**config.mk**
```make
export PLATFORM = sky130hd
export DESIGN_NAME = axi_slave_write_channel
export DESIGN_NICKNAME = d
export VERILOG_FILES = /design/src/rtl/axi_pkg.sv /design/src/rtl/axi_burst_addr_gen.sv /design/src/rtl/axi_slave_write_channel.sv
export SDC_FILE = /design/constraint.sdc
export NUM_CORES = 1
export LEC_CHECK = 0
export ABC_AREA = 1
export BUFFER_PORTS_ARGS = -buffer_cell sky130_fd_sc_hd__clkbuf_2
export CORE_MARGIN = 2
export CORE_UTILIZATION = 50
export CTS_BUF_LIST = sky130_fd_sc_hd__clkbuf_4 sky130_fd_sc_hd__clkbuf_8
export DETAILED_ROUTE_END_ITERATION = 8
export HOLD_SLACK_MARGIN = 0.02
export PLACE_DENSITY = 0.85
export SLEW_MARGIN = 40
export SYNTH_ARGS = -nofsm -noshare
export SYNTH_HDL_FRONTEND = slang
export SYNTH_SLANG_ARGS = --single-unit
```
**constraint.sdc**
```tcl
create_clock -name clk -period 5.3 [get_ports clk]
set_clock_uncertainty 0.1 [all_clocks]
set_input_delay 0.53 -clock clk [delete_from_list [all_inputs] [get_ports clk]]
set_output_delay 0.53 -clock clk [all_outputs]
set_load 0.01 [all_outputs]
```
**src/rtl/axi_pkg.sv**
```systemverilog
// axi_pkg: shared AXI burst/response constants and write-slave state encoding
package axi_pkg;
  localparam logic [1:0] AXI_BURST_FIXED = 2'd0;
  localparam logic [1:0] AXI_BURST_INCR  = 2'd1;
  localparam logic       AXI_RESP_OK     = 1'b1;
  localparam logic       AXI_RESP_ERR    = 1'b0;
  localparam logic [1:0] ST_IDLE = 2'd0;
  localparam logic [1:0] ST_DATA = 2'd1;
  localparam logic [1:0] ST_RESP = 2'd2;
endpackage

```
**src/rtl/axi_burst_addr_gen.sv**
```systemverilog
// axi_burst_addr_gen: latches burst start address/size/type and steps the beat address
// Ports: load_i latches start_addr_i/size_i/burst_i; step_i advances addr_o by 2^size
// (INCR, wraps modulo 2^ADDR_WIDTH) or holds it (FIXED).
module axi_burst_addr_gen
  import axi_pkg::*;
#(
  parameter int ADDR_WIDTH = 32
) (
  input  logic                  clk,
  input  logic                  rst,
  input  logic                  load_i,
  input  logic [ADDR_WIDTH-1:0] start_addr_i,
  input  logic [2:0]            size_i,
  input  logic [1:0]            burst_i,
  input  logic                  step_i,
  output logic [ADDR_WIDTH-1:0] addr_o
);
  logic [ADDR_WIDTH-1:0] addr_q, addr_d;
  logic [2:0]            size_q;
  logic                  fixed_q;
  always_comb addr_d = load_i ? start_addr_i :
                       (step_i && !fixed_q) ? addr_q + (ADDR_WIDTH'(1) << size_q) : addr_q;
  always_ff @(posedge clk or posedge rst) begin
    if (rst) begin
      addr_q  <= '0;
      size_q  <= '0;
      fixed_q <= 1'b0;
    end else begin
      addr_q <= addr_d;
      if (load_i) begin
        size_q  <= size_i;
        fixed_q <= burst_i == AXI_BURST_FIXED;
      end
    end
  end
  assign addr_o = addr_q;
endmodule

```
**src/rtl/axi_slave_write_channel.sv**
```systemverilog
// axi_slave_write_channel: AXI write responder turning burst beats into single-cycle memory writes
// Ports: AW*/W*/B* AXI write channels; mem_wready/mem_we/mem_waddr/mem_wdata memory port;
// done pulses one cycle after each B handshake.
// Define AXI_SLAVE_WLAST_CHECK_EN to end bursts on WLAST and flag WLAST/AWLEN disagreement.
module axi_slave_write_channel
  import axi_pkg::*;
#(
  parameter int ADDR_WIDTH          = 32,
  parameter int WRITE_CHANNEL_WIDTH = 32,
  parameter int WRITE_BURST_LEN     = 8
) (
  input  logic                           clk,
  input  logic                           rst,
  input  logic                           AWVALID,
  output logic                           AWREADY,
  input  logic [ADDR_WIDTH-1:0]          AWADDR,
  input  logic [WRITE_BURST_LEN-1:0]     AWLEN,
  input  logic [2:0]                     AWSIZE,
  input  logic [1:0]                     AWBURST,
  input  logic                           WVALID,
  output logic                           WREADY,
  input  logic [WRITE_CHANNEL_WIDTH-1:0] WDATA,
  input  logic                           WLAST,
  output logic                           BVALID,
  input  logic                           BREADY,
  output logic                           BRESP,
  input  logic                           mem_wready,
  output logic                           mem_we,
  output logic [ADDR_WIDTH-1:0]          mem_waddr,
  output logic [WRITE_CHANNEL_WIDTH-1:0] mem_wdata,
  output logic                           done
);
  logic [1:0]                 state_q, state_d;
  logic [WRITE_BURST_LEN-1:0] len_q, len_d, cnt_q, cnt_d;
  logic                       done_q, aw_hs, beat, last, b_hs, resp_err, at_len;
  logic [ADDR_WIDTH-1:0]      cur_addr;
  assign AWREADY = !rst && state_q == ST_IDLE;
  assign WREADY  = !rst && state_q == ST_DATA && mem_wready;
  assign BVALID  = !rst && state_q == ST_RESP;
  assign aw_hs   = AWVALID && AWREADY;
  assign beat    = WVALID && WREADY;
  assign b_hs    = BVALID && BREADY;
  // Compare before incrementing so AWLEN at its maximum never sees a wrapped count.
  assign at_len  = cnt_q == len_q;
`ifdef AXI_SLAVE_WLAST_CHECK_EN
  logic err_q, err_d;
  assign last     = beat && (at_len || WLAST);
  assign resp_err = err_q;
  always_comb err_d = aw_hs ? 1'b0 : (beat && (WLAST != at_len)) ? 1'b1 : err_q;
  always_ff @(posedge clk or posedge rst) begin
    if (rst) err_q <= 1'b0;
    else     err_q <= err_d;
  end
`else
  logic unused_wlast;
  assign unused_wlast = WLAST;
  assign last         = beat && at_len;
  assign resp_err     = 1'b0;
`endif
  assign BRESP     = BVALID && (resp_err ? AXI_RESP_ERR : AXI_RESP_OK);
  assign mem_we    = beat;
  assign mem_waddr = beat ? cur_addr : '0;
  assign mem_wdata = beat ? WDATA : '0;
  assign done      = !rst && done_q;
  always_comb begin
    state_d = aw_hs ? ST_DATA : last ? ST_RESP : b_hs ? ST_IDLE : state_q;
    len_d   = aw_hs ? AWLEN : len_q;
    cnt_d   = aw_hs ? '0 : beat ? cnt_q + WRITE_BURST_LEN'(1) : cnt_q;
  end
  always_ff @(posedge clk or posedge rst) begin
    if (rst) begin
      state_q <= ST_IDLE;
      len_q   <= '0;
      cnt_q   <= '0;
      done_q  <= 1'b0;
    end else begin
      state_q <= state_d;
      len_q   <= len_d;
      cnt_q   <= cnt_d;
      done_q  <= b_hs;
    end
  end
  axi_burst_addr_gen #(.ADDR_WIDTH(ADDR_WIDTH)) u_addr (
    .clk          (clk),
    .rst          (rst),
    .load_i       (aw_hs),
    .start_addr_i (AWADDR),
    .size_i       (AWSIZE),
    .burst_i      (AWBURST),
    .step_i       (beat),
    .addr_o       (cur_addr)
  );
endmodule
```
==> results.toml, run 1 <==
[synthesis]
yosysWarningCount = 0
ys_seq_elements = 55
synth_area_mm2 = 0.004250
ys_types = 31
synth_top_area_frac = 0.3238
synth-seq-area-share = 0.3238
syn_avg_cell_area_um2 = 5.995
synth-edff-count = 0
synthFlopType = "dfrtp_1"
async_reset_ff_frac = 1.000
netlist_instances = 709
synth_area_leader_cell = "dfrtp_1"
synth_fp_nets = 803
synth_area_leaders = "dfrtp_1 32%, nand2_1 19%, nor2_1 13%"

[run_status]
outcome = "finished, final reports clean"

[global_routing]
first_global_vias = 3994
antenna_found_initial = 0
grt_first_pass_wirelength_um = 17340
grtUsageTotal = 0.2358
gr-total-overflow = 0
grt_max_degree = 71

[cts]
root_buffer = "clkbuf_8"
path_clk_slew_ps = 100
tritoncts = "yes"
clkSinkCount = 55
cts-buffers-inserted = 5
ctsHoldBuffers = 0
htreeDepth = 2
cts_resized = 0
worstSkewPairLatency_ps = 310
cts_setup_buffers = 0
clk_path_buf_depth = 2

[placed_design]
dp_hpwl_um = 8028
io_buffers = 152
globalplace.congestion = 0.8777

[flow_run]
maxCapViolations = 0

[sta]
max_slew_margin = 0.5285
period_share = 0.4935
setup_tns_ps = 0
finalSetupViolations = 0
worstMarginPinSlew_ps = 707.3
hold_viol_final = 0
drv_slew = 0
min_period_ps = 2616
fmax_mhz = 382.3
rsz0062_at_grt = "false"

[route]
first_iter_violations = 232
routedWlPerCell_um = 11.25
vias = 4609
via_per_inst = 4.836
drc = 0
wirelength_um = 10720
postRouteAntennaNets = 0
firstDrtPassIters = 5

[finish]
drive_above_1_share = 0.2028
areaGrowthSynthToFinish_pct = 21.46
num_antenna_cells = 0
fin_nets = 942
multiInputGateArea_mm2 = 0.002338
register_area_mm2 = 0.001376
fill_cells = 813

[floorplan]
die_w_um = 96.20
coreArea_mm2 = 0.008217
die_h_um = 96.20
start_util = 0.5173
num_rows = 33
die_area_mm2 = 0.009254
io-pin-count = 154

[setup_path]
crit_slowest_cell = "buf_4"
crit_chain = "nor2_1, inv_1, nor2_2, nand2_2, buf_4, o21ai_4, buf_8, inv_2, nor2_1, o21ai_1, nand2_1"
path_class = "reg2reg"
worstSetupStartpointType = "flip-flop"
end_kind = "flip-flop"
cp_common_cell = "nor2_1"
cpPeakStageDelay_ps = 520
cp.arrival_ps = 2720
cp_max_fo = 55
cp.required_ps = 5410

[pwr]
p_total_uw = 2040
power_density_mw_per_mm2 = 395.1
vdd_ir_drop_max_v = 0.0001633
power.leakage_uw = 0.003076

[min_path]
min_path_type = "in2reg"
[report_power, final]
| group | internal (uW) | switching, uW |
|---|---|---|
| sequential | 600 | 196 |
| clock | 90.9 | 137 |
| combinational | 390 | 626 |
[metrics by stage]
| step | util | area [um2] | setup slack [ps] | instances | hold slack, ps |
|---|---|---|---|---|---|
| floorplan | - | 4250 | 3222 | 709 | 368.3 |
| global placement | 0.6164 | 5065 | 2460 | 945 | 388.8 |
| detailed placement | 0.6164 | 5065 | 2438 | 945 | 392.2 |
| CTS | 0.6265 | 5147 | 2646 | 952 | 298.6 |
| global route | 0.6283 | 5162 | 2378 | 953 | 301.8 |
| finish | 0.6283 | 5162 | 2684 | 953 | 297.9 |
[final timing paths]
kind / to / depth (start not counted) / start / slack (ps)
max: u_addr.addr_o[16] / 11 / state_q[0] / 2680
min: u_addr.fixed_q / 2 / AWBURST[1] / 300
max reg2reg: u_addr.addr_o[16] / 11 / state_q[0] / 2680
min reg2reg: len_q[1] / 2 / len_q[1] / 420
max in group asynchronous: u_addr.addr_o[13] / 3 / rst / 4310
min in group asynchronous: u_addr.fixed_q / 3 / rst / 340
[cells in the final DEF (no fill, tap or decap), types with 2 or more instances in the layout]
master    synthesis  layout
o21ai_1          10      10
nand4_1           3       3
xor2_1           11      11
clkbuf_2          0     152
o21ai_0          21      21
nor3_1           17      17
nand2_1         210     209
nor2_1          143     143
inv_2             1       2
inv_1           113     112
o211ai_1          2       2
o31ai_1           2       2
clkbuf_8          0       5
dfrtp_1          55      55
a31oi_1           3       3
buf_4             4       4
nand3_1          52      52
xnor2_1           4       4
o22ai_1           3       3
nor2_2            2       2
ha_1              9       9
a21oi_1          14      14
and3_1            2       2
[cells in the mapped netlist, drive strengths merged, types with 3 or more instances]
cell type  count
nor2         145
nand2        210
buf           15
a31oi          3
a21oi         14
xnor2          4
dfrtp         55
clkbuf        10
xor2          11
inv          114
ha             9
o22ai          3
nor3          17
nand4          4
nand3         52
o21ai         32
[area by class of cell]
cell class	count	area share
Clock buffer	5	0.01333
Inverter	114	0.08289
Multi-Input combinational cell	515	0.4530
Clock inverter	2	0.002666
Timing Repair Buffer	157	0.1561
Sequential cell	55	0.2666
Tap cell	105	0.02545
[critical path: cells and delay by family (launching register included)]
kind                   cells  cell delay [ps]
buffers and inverters      4             1180
and+or+nand+nor            5              440
AOI/OAI and AO/OA          2              350
DFF                        1              440
[flip-flops by register name, indices dropped and copies added, names as in the netlist]
signal and flops:
u_addr.addr_o 32, cnt_q 8, len_q 8, u_addr.size_q 3, state_q 2, done_q 1, u_addr.fixed_q 1
[per-layer routing]
metal  global-route usage  wire (um)  vias to the layer above
met5                    0          0                        -
met4              0.06071        198                        0
met3              0.02897        628                       15
met2               0.4068       4964                      136
met1               0.3126       4926                     2022
li1                     -          -                     2436
[logic make-up (layout without fill, tap and decap cells)]
logic type	Yosys count	after routing	share of synthesized area
AOI/OAI and AO/OA	56	56	0.07271
and+or+nand+nor	434	434	0.4127
adders and majority gates	10	10	0.03120
xor gates and xnor gates	15	15	0.03091
buffers and inverters	139	278	0.1286
DFF	55	55	0.3238
(Power assumes the default switching activity.)
==> inputs of run 2 (changes only) <==
- CORE_UTILIZATION: 50 -> 47
- PLACE_DENSITY: 0.85 -> 0.83
- clock period: 5.3 -> 2.25 ns (I/O delays scaled with it)
==> results.toml, run 2 (same netlist as run 1, synthesis figures left out) <==
[floorplan]
coreArea_mm2 = 0.008763
die_area_mm2 = 0.009820
start_util = 0.4850
io-pin-count = 154
num_rows = 34
die_h_um = 99.10
die_w_um = 99.10

[pwr]
p_total_uw = 5357
combPwrFrac = 0.525
power_density_mw_per_mm2 = 951.1
p_seq_frac = 0.361
power.leakage_uw = 0.003243
vdd_ir_drop_max_v = 0.0004634
clockPowerShare = 0.114
p_switching_uw = 2551
p_sw_frac = 0.4762
p_int_uw = 2806

[sta]
min_period_ps = 2237
max_slew_margin = 0.5885
finalSetupViolations = 0
drv_slew = 0
rsz0062_at_grt = "true"
hold_viol_final = 0
worstMarginPinSlew_ps = 616.3
period_share = 0.9940
fmax_mhz = 447.1

[cts]
cts-buffers-inserted = 5
root_buffer = "clkbuf_8"
clk_path_buf_depth = 2
clkSinkCount = 55
tritoncts = "yes"
path_clk_slew_ps = 120
htreeDepth = 2
worstSkewPairLatency_ps = 330

[route]
wirelength_um = 11880
vias = 4769
via_per_inst = 4.842
drc = 0
routedWlPerCell_um = 12.06
firstDrtPassIters = 5
first_iter_violations = 220
postRouteAntennaNets = 0

[setup_path]
worstSetupStartpointType = "flip-flop"
path_class = "reg2reg"
cp.arrival_ps = 2360
end_kind = "flip-flop"
cp.required_ps = 2380
cp_max_fo = 6

[run_status]
outcome = "finished, final reports clean"

[global_routing]
grt_max_degree = 46
antenna_found_initial = 0
gr-total-overflow = 0
grt_first_pass_wirelength_um = 18510
first_global_vias = 4099
grtUsageTotal = 0.2290

[finish]
fin_util = 0.6428
fin_nets = 970
num_antenna_cells = 0
largest_reg_flops = 32
areaGrowthSynthToFinish_pct = 32.53
final_cell_area_mm2 = 0.005633
layout.cells.non_filler = 985
drive_above_1_share = 0.2623
mostFrequentLayoutCells = "194 x nand2_1, 152 x clkbuf_2, 138 x nor2_1, 108 x inv_1"
final_common_cell = "nand2_1"

[placed_design]
dp_hpwl_um = 8392
globalplace.congestion = 0.9218
io_buffers = 152
place_area_mm2 = 0.005174
dp_cells = 957

[min_path]
min_path_type = "in2reg"

[flow_run]
maxCapViolations = 0
run 2: cell count changes in the layout (fill, tap and decap cells not counted), moves of 6 or more:
| cell | previous run | this run |
|---|---|---|
| nor3_2 | 0 | 6 |
| o21ai_0 | 21 | 15 |
| nand2_1 | 209 | 194 |
| buf_4 | 4 | 15 |
| nor3_1 | 17 | 10 |
| nand2_4 | 0 | 6 |
| dlygate4sd3_1 | 0 | 14 |
| nand2_2 | 1 | 10 |
run 2: worst max-delay path, cell delays in order, from the launching register on:
cell and delay (ps):
dfrtp_2 500, nor3_2 230, ha_1 310, nand2_1 130
inv_1 90, a21oi_2 170, nand2_2 120, nand2_2 100
nand2_4 80, o21ai_1 120, nand2_1 60, o21ai_1 60
inv_1 40
run 2: what timing repair did:
action,4_1_cts,5_1_grt
hold buffers,13,1
pin swaps,1,14
hold endpoints to repair,38,1
buffers inserted,1,5
resized for setup,10,50
setup endpoints to repair,12,75
run 2: stage by stage:
step | hold WS (ps) | worst slack (ps) | setup TNS, ps
floorplan | 223.1 | 225.1 | 0
global placement | 259.4 | -16.89 | -16.89
detailed placement | 261.2 | -73.77 | -160.9
CTS | 22.33 | 9.004 | 0
global route | 31.26 | -91.63 | -868.1
finish | 22.85 | 13.50 | 0
run 2: power by group through the flow:
stage | combinational, uW | sequential, uW | clock [uW]
floorplan | 1870 | 1760 | 0
global placement | 2410 | 1880 | 0
detailed placement | 2470 | 1880 | 0
CTS | 2540 | 1870 | 618
global route | 3180 | 1990 | 660
finish | 2810 | 1930 | 611
run 2: layout make-up:
class                      count  area [um2]
tap                          108       135.1
multi-input combinational    515        2500
timing repair buffer         185        1085
clock buffer                   5       68.82
fill                         785        3131
sequential                    55        1380
clock inverter                 3       28.78
inverter                     114       435.4
run 2: metal layers:
layer  global-route usage  vias up  part of all wire
li1                     -     2495                 -
met1               0.3053     2124              0.44
met2               0.3940      134              0.49
met3              0.03654       16             0.058
met4              0.05058        0             0.014
met5                    0        -                 0
run 2: path summary, 6_finish.rpt:
kind,end,slack [ps],startpoint,cells past startpoint
setup reg to reg,u_addr.addr_o[11],10,u_addr.size_q[1],12
hold reg to reg,len_q[6],420,len_q[6],2
setup / recovery,u_addr.addr_o[11],10,u_addr.size_q[1],12
hold / removal,u_addr.addr_o[0],20,AWADDR[0],3
max in group asynchronous,u_addr.addr_o[4],1010,rst,4
min in group asynchronous,cnt_q[5],450,rst,3
==> inputs of run 3 (changes only) <==
==> constraint.sdc (replaced) <==
create_clock -name clk -period 2.25 [get_ports clk]
set_clock_uncertainty 0.1 [all_clocks]
set_input_delay 0.1125 -clock clk [delete_from_list [all_inputs] [get_ports clk]]
set_output_delay 0.1125 -clock clk [all_outputs]
set_load 0.01 [all_outputs]
==> results.toml, run 3 (same netlist as run 1, synthesis figures left out) <==
[sta]
drv_slew = 0
setup_ws_ps = 23.86
min_period_ps = 2226
period_share = 0.9894
fmax_mhz = 449.2
rsz0062_at_grt = "true"
worstMarginPinSlew_ps = 478.3
finalSetupViolations = 0
hold_viol_final = 0
max_slew_margin = 0.6807

[placed_design]
globalplace.congestion = 0.9176
dp_hpwl_um = 8404
pre_cts_ws_ps = -73.39
io_buffers = 152

[route]
drc = 0
postRouteAntennaNets = 0
via_per_inst = 4.948
routedWlPerCell_um = 12.09
first_iter_violations = 268
wirelength_um = 12050
firstDrtPassIters = 5
vias = 4933

[floorplan]
start_util = 0.4850
num_rows = 34
io-pin-count = 154
die_area_mm2 = 0.009820
coreArea_mm2 = 0.008763
die_w_um = 99.10
die_h_um = 99.10

[finish]
areaGrowthSynthToFinish_pct = 35.30
mostFrequentLayoutCells = "191 x nand2_1, 152 x clkbuf_2, 139 x nor2_1, 108 x inv_1, 52 x dfrtp_1"
drive_above_1_share = 0.2677
largest_reg_flops = 32
num_antenna_cells = 0
fin_util = 0.6562
final_common_cell = "nand2_1"
fin_nets = 982

[setup_path]
path_buf_inv = 0
worstSetupStartpointType = "flip-flop"
cp.required_ps = 2360
rr_startpoint = "u_addr.size_q[0]"
regToRegSetupSlack_ps = 20
cpPeakStageDelay_ps = 470
r2r_end = "u_addr.addr_o[18]"
cp.arrival_ps = 2330
crit_family = "simple AND/OR/NAND/NOR gates"
end_kind = "flip-flop"
cp_common_cell = "nand2_1"
path_class = "reg2reg"
crit_chain = "nor3_2, ha_2, fa_2, nand2_2, nand2_1, nand3b_1, nand2_2, nand2_1, nand2_4, nand2_1, nand2_1, nand3_1, nand2_1, nand2_1"
crit_slowest_cell = "dfrtp_2"
rr_worst_depth = 14
cp_max_fo = 6

[global_routing]
grt_max_degree = 56
grtUsageTotal = 0.2323
antenna_found_initial = 0
grt_first_pass_wirelength_um = 19040
gr-total-overflow = 0
first_global_vias = 4378

[cts]
clkSinkCount = 55
root_buffer = "clkbuf_8"
path_clk_slew_ps = 110
tritoncts = "yes"
worstSkewPairLatency_ps = 320
clk_path_buf_depth = 2
htreeDepth = 2
cts-buffers-inserted = 5

[pwr]
power_density_mw_per_mm2 = 936.1
vdd_ir_drop_max_v = 0.0005118
power.leakage_uw = 0.003279

[min_path]
hp-start = "AWADDR[30]"
holdPathEnd = "u_addr.addr_o[30]"
whs_path_depth = 5
min_path_type = "in2reg"

[flow_run]
maxCapViolations = 0

[run_status]
outcome = "finished, final reports clean"
==> run 3: layout make-up <==
type	instances	area [um2]
multi-input combinational	515	2520
timing repair buffer	197	1189
tap	108	135.1
inverter	114	435.4
sequential	55	1380
fill	785	3013
clock buffer	5	68.82
clock inverter	3	22.52
==> run 3: tightest hold or removal path, cell delays in order <==
cell      delay [ps]
clkbuf_2          70
nor2_1            30
nor2_1            90
nand2_1           60
nand2_1           40
==> run 3: through the flow <==
stage	power, uW	cells	area [um2]	setup TNS (ps)	hold WS, ps
2_1_floorplan	3632	709	4250	0	110.6
3_3_place_gp	4296	958	5169	-24.53	124.4
3_5_place_dp	4358	958	5169	-178.7	135.8
4_1_cts	4995	992	5528	0	23.12
5_1_grt	5857	997	5751	-762.3	32.71
6_report	5383	997	5751	0	19.79
==> run 3: per-layer routing <==
metal | wire (um) | GRT usage | share of wire
met3 | 718 | 0.03092 | 0.060
met4 | 324 | 0.07482 | 0.027
met2 | 5887 | 0.4023 | 0.49
met5 | 0 | 0 | 0
met1 | 5125 | 0.3013 | 0.43
==> run 3: what timing repair did <==
item / in CTS / in global routing
gates resized for setup: 6 / 61
hold endpoints to repair: 79 / 0
endpoints found under the setup margin: 6 / 25
setup buffers: 0 / 5
pin swaps: 0 / 14
hold buffers: 26 / 0
==> run 3: how the worst max path moves through the flow <==
stage	from	end	cells past startpoint
2_1_floorplan	u_addr.size_q[0]	u_addr.addr_o[20]	12
3_3_place_gp	u_addr.size_q[0]	u_addr.addr_o[10]	14
3_5_place_dp	u_addr.size_q[0]	u_addr.addr_o[10]	14
4_1_cts	u_addr.size_q[0]	u_addr.addr_o[20]	12
5_1_grt	u_addr.size_q[2]	u_addr.addr_o[10]	12
6_report	u_addr.size_q[0]	u_addr.addr_o[18]	14
==> run 3: where the power goes <==
part           internal (uW)  switching (uW)  leakage (uW)
clock network            224             354     0.0000485
registers               1420             516      0.000677
logic                   1160            1710       0.00255
total                   2800            2580       0.00328
